[config.mk]
export PLATFORM = sky130hd
export DESIGN_NAME = sint2fp
export DESIGN_NICKNAME = d
export VERILOG_FILES = /design/src/rtl/sint2fp.sv
export SDC_FILE = /design/constraint.sdc
export NUM_CORES = 1
export LEC_CHECK = 0
export BUFFER_PORTS_ARGS = -buffer_cell sky130_fd_sc_hd__buf_2
export CORE_ASPECT_RATIO = 1.4
export CORE_MARGIN = 1.5
export CORE_UTILIZATION = 56
export CTS_CLUSTER_DIAMETER = 200
export CTS_CLUSTER_SIZE = 25
export DETAILED_ROUTE_END_ITERATION = 10
export MAX_ROUTING_LAYER = met4
export PLACE_DENSITY = 0.81
export REMOVE_ABC_BUFFERS = 1
export SLEW_MARGIN = 40
export SYNTH_ARGS = -nofsm -noshare
export SYNTH_HDL_FRONTEND = slang
export SYNTH_SLANG_ARGS = --single-unit
[constraint.sdc]
create_clock -name clk -period 2.6 [get_ports clk]
set_input_delay 0.13 -clock clk [delete_from_list [all_inputs] [get_ports clk]]
set_output_delay 0.13 -clock clk [all_outputs]
set_load 0.005 [all_outputs]
[src/rtl/sint2fp.sv]
// sint2fp: serial signed int32 -> IEEE-754 single converter, normalising one bit per cycle.
// Build option: define SINT2FP_RNE_EN for round-to-nearest-even; default build truncates.
module sint2fp (
    input  logic        clk,
    input  logic        rst,
    input  logic        in_valid,
    output logic        in_ready,
    input  logic [31:0] in_data,
    output logic        out_valid,
    input  logic        out_ready,
    output logic [31:0] out_data
);
    typedef enum logic [1:0] {IDLE, NORM, ROUND, DONE} state_t;

    state_t      state, state_nxt;
    logic        sign;
    logic [31:0] mag;
    logic [4:0]  cnt;
    logic [31:0] abs_in;
    logic [7:0]  exp_base;
    logic [7:0]  exp_r;
    logic [22:0] frac_r;
    logic        accept;

    assign in_ready = (state == IDLE);
    assign accept   = in_valid & in_ready;
    // -2^31 negates to itself, which is exactly the unsigned magnitude wanted
    assign abs_in   = in_data[31] ? (~in_data + 32'd1) : in_data;
    assign exp_base = 8'd158 - {3'b000, cnt};

`ifdef SINT2FP_RNE_EN
    logic        guard;
    logic        sticky;
    logic        rnd_inc;
    logic [23:0] frac_sum;

    assign guard    = mag[7];
    assign sticky   = |mag[6:0];
    assign rnd_inc  = guard & (sticky | mag[8]);
    assign frac_sum = {1'b0, mag[30:8]} + {23'd0, rnd_inc};
    // a carry leaves frac_sum[22:0] at zero and bumps the exponent (max 159)
    assign frac_r   = frac_sum[22:0];
    assign exp_r    = exp_base + {7'd0, frac_sum[23]};
`else
    assign frac_r   = mag[30:8];
    assign exp_r    = exp_base;
`endif

    always_ff @(posedge clk) begin
        if (rst) state <= IDLE;
        else     state <= state_nxt;
    end

    always_comb begin
        state_nxt = state;
        case (state)
            IDLE:    if (accept) state_nxt = (in_data == 32'd0) ? DONE : NORM;
            NORM:    if (mag[31]) state_nxt = ROUND;
            ROUND:   state_nxt = DONE;
            DONE:    if (out_valid & out_ready) state_nxt = IDLE;
            default: state_nxt = IDLE;
        endcase
    end

    always_ff @(posedge clk) begin
        if (rst) begin
            sign      <= 1'b0;
            mag       <= 32'd0;
            cnt       <= 5'd0;
            out_valid <= 1'b0;
            out_data  <= 32'd0;
        end else begin
            case (state)
                IDLE: begin
                    if (accept) begin
                        sign <= in_data[31];
                        mag  <= abs_in;
                        cnt  <= 5'd0;
                        if (in_data == 32'd0) begin
                            out_data  <= 32'd0;
                            out_valid <= 1'b1;
                        end
                    end
                end
                NORM: begin
                    if (!mag[31]) begin
                        mag <= {mag[30:0], 1'b0};
                        cnt <= cnt + 5'd1;
                    end
                end
                ROUND: begin
                    out_data  <= {sign, exp_r, frac_r};
                    out_valid <= 1'b1;
                end
                DONE: begin
                    if (out_ready) out_valid <= 1'b0;
                end
                default: ;
            endcase
        end
    end
endmodule
==> metrics.yaml <==
route:
  detail_route.wl_per_cell_um: 17.60
  drc_errors: 0
  wirelength_mm: 10.19
  postRouteAntennaNets: 0
  via_count: 3808
  dr.pass1.iters: 5
  drt_iter0_drc: 424
  met3_length_um: 694
  wl_met2_mm: 5.182
  via_per_inst: 6.577
  m1WireLength_mm: 3.991
  highest_layer: "met4"
clocking:
  clock_path_buffers: 2
  cts_sinks: 73
  clk_latency_ps: 360
  path_clk_slew_ps: 80
  numCtsBuffers: 9
  htreeDepth: 3
  cts_tree: "built"
  postCtsResizedCells: 0
  clockRootBuffer: "clkbuf_8"
  post_cts.repair.setup_buffers: 0
  holdBufCountCts: 0
worst_setup_path:
  endpoint_kind: "register"
  path_max_fanout: 16
  required_ps: 2890
  critical_path_class: "reg -> reg"
  cp.arrival_ps: 2470
  cp-start-kind: "register"
sta:
  relSlewSlack_pct: 62.37
  tightest_slew_ps: 559.3
  hold_viol: 0
  clock.fmax_mhz: 458.7
  fin_setup_tns_ps: 0
  setup_viol: 0
  min_period_ps: 2180
  period_share_pct: 83.84
  clock-skew-final_ps: 8.489
  holdWs_ps: 92.33
  rsz0062_at_grt: "false"
  slew_violations: 0
power:
  static-leakage-power_nw: 1.813
  peakVddDrop_uv: 519.6
  power.density_nw_per_um2: 937.8
  p_total_mw: 4.131
layout:
  n_antenna_cell: 0
  nNetsFinal: 544
  syn_to_final_growth_pct: 17.84
  drive_gt1_share_pct: 22.97
  fin_util_pct: 67.52
  fillCellCount: 547
logic_synthesis:
  yosys.area.top_type: "dfxtp_1"
  synth_area_per_cell_um2: 8.735
  yosys.cell_types.count: 60
  async_flop_share_pct: 0
  synth_edf_count: 0
  ys_ff_latch: 73
  ys_seq_area_share_pct: 39.09
  netlist_instances: 428
  ys_top_cells_by_area: "dfxtp_1 (39%), a22o_1 (7.0%), a21oi_1 (4.6%)"
  synth_area_um2: 3739
  synth_ff_type: "dfxtp_1"
  yosysWarnings: 0
  synth_top_cell_area_share_pct: 39.09
global_route:
  globalRouteOverflowTotal: 0
  grt_pass1_wl_mm: 16.68
  grt_pass1_vias: 3615
  grt_max_degree: 36
  grt_util_all_layers_pct: 30.03
  antenna_found_initial: 0
placed_design:
  io_buffers: 69
  gp_congestion: 0.8805
  post-dp-hpwl_mm: 7.370
floorplanning:
  core_area_um2: 6525
  die-area_um2: 7182
  die_y_um: 99.68
  pin_count: 70
  num_rows: 35
  dieWidth_um: 72.06
  initial_utilization_pct: 57.30
run_status:
  outcome: "finished, final reports clean"
job:
  cap_violations: 0
min_path:
  min_path_type: "in -> reg"
layout by cell type, fill, tap and decap left out, drive strengths merged, types with 4 or more instances in the layout:
master / instances
o221ai: 6
nand3: 4
nand4: 6
a31oi: 5
nand2b: 6
o311ai: 4
a22o: 30
clkbuf: 10
dfxtp: 73
xor2: 13
buf: 91
a221oi: 4
and3: 4
a22oi: 6
o41ai: 6
nor3: 11
nor4: 15
nor2b: 6
nor2: 30
o211ai: 5
o21ai: 24
xnor2: 10
ha: 8
a21oi: 34
inv: 17
o31ai: 6
or3: 6
nand2: 22
a211oi: 5
stage by stage:
step | std cells | area (um2) | worst slack [ps]
after floorplan | 398 | 3600 | -430.9
after global placement | 563 | 4233 | 163.6
after detailed placement | 563 | 4233 | 114.3
after CTS | 579 | 4405 | 441.5
after global routing | 579 | 4405 | 228.1
final | 579 | 4405 | 420.1
power breakdown:
group	internal, mW	switching (mW)
logic	0.675	1.07
clock network	0.347	0.439
registers	1.39	0.213
Yosys cell counts (5+ instances only):
library cell / number
a211oi_1: 5
a21oi_1: 34
a22o_1: 30
a22oi_1: 6
a31oi_1: 5
clkbuf_1: 22
dfxtp_1: 73
ha_1: 8
inv_1: 17
nand2_1: 22
nand2b_1: 6
nand4_1: 6
nor2_1: 30
nor2b_1: 5
nor3_1: 11
nor4_1: 14
o211ai_1: 5
o21ai_0: 23
o221ai_1: 6
o31ai_1: 6
o41ai_1: 6
or3_1: 6
xnor2_1: 10
xor2_1: 13
flip-flops by register name, summed over array words and instances (netlist names):
signal / cells
out_data: 32
sign: 1
out_valid: 1
mag: 32
state: 2
cnt: 5
worst max-delay path, stage by stage, from the launching register on:
cell	delay, ps
dfxtp_1	410
inv_1	90
ha_1	320
nand2b_1	270
o21ai_1	130
buf_4	220
nor2_1	370
a22oi_1	160
a21oi_1	160
worst paths after layout:
path | start | to | slack (ps) | cells past startpoint
worst min register to register | out_data[25] | out_data[25] | 460 | 2
worst min-delay path | in_data[11] | mag[11] | 90 | 3
worst max register to register | state[0] | mag[2] | 420 | 8
worst max-delay path | state[0] | mag[2] | 420 | 8
routing by layer:
metal	global-route usage [%]	up-vias
met5	-	-
met1	34.41	1808
met2	50.14	189
met4	16.84	0
li1	-	1775
met3	3.647	36
logic make-up (layout without fill, tap and decap cells):
logic type / after synthesis / count (layout) / share of synthesized area [%]
AOI/OAI and AO/OA: 155 / 155 / 29.69
and+or+nand+nor: 120 / 120 / 17.17
DFF: 73 / 73 / 39.09
buffers and inverters: 47 / 124 / 5.422
xor gates and xnor gates: 23 / 23 / 5.388
adders and majority gates: 8 / 8 / 2.677
muxes: 2 / 2 / 0.5689
cell type report:
class	count	area (um2)	area share [%]
clock inverter	6	45.04	1.022
timing repair buffer	91	535.5	12.16
tap	74	92.59	2.102
sequential	73	1461	33.17
multi-input combinational	308	2079	47.20
inverter	17	63.81	1.448
clock buffer	10	127.6	2.897
No activity file was read; power rests on OpenSTA's default activity.
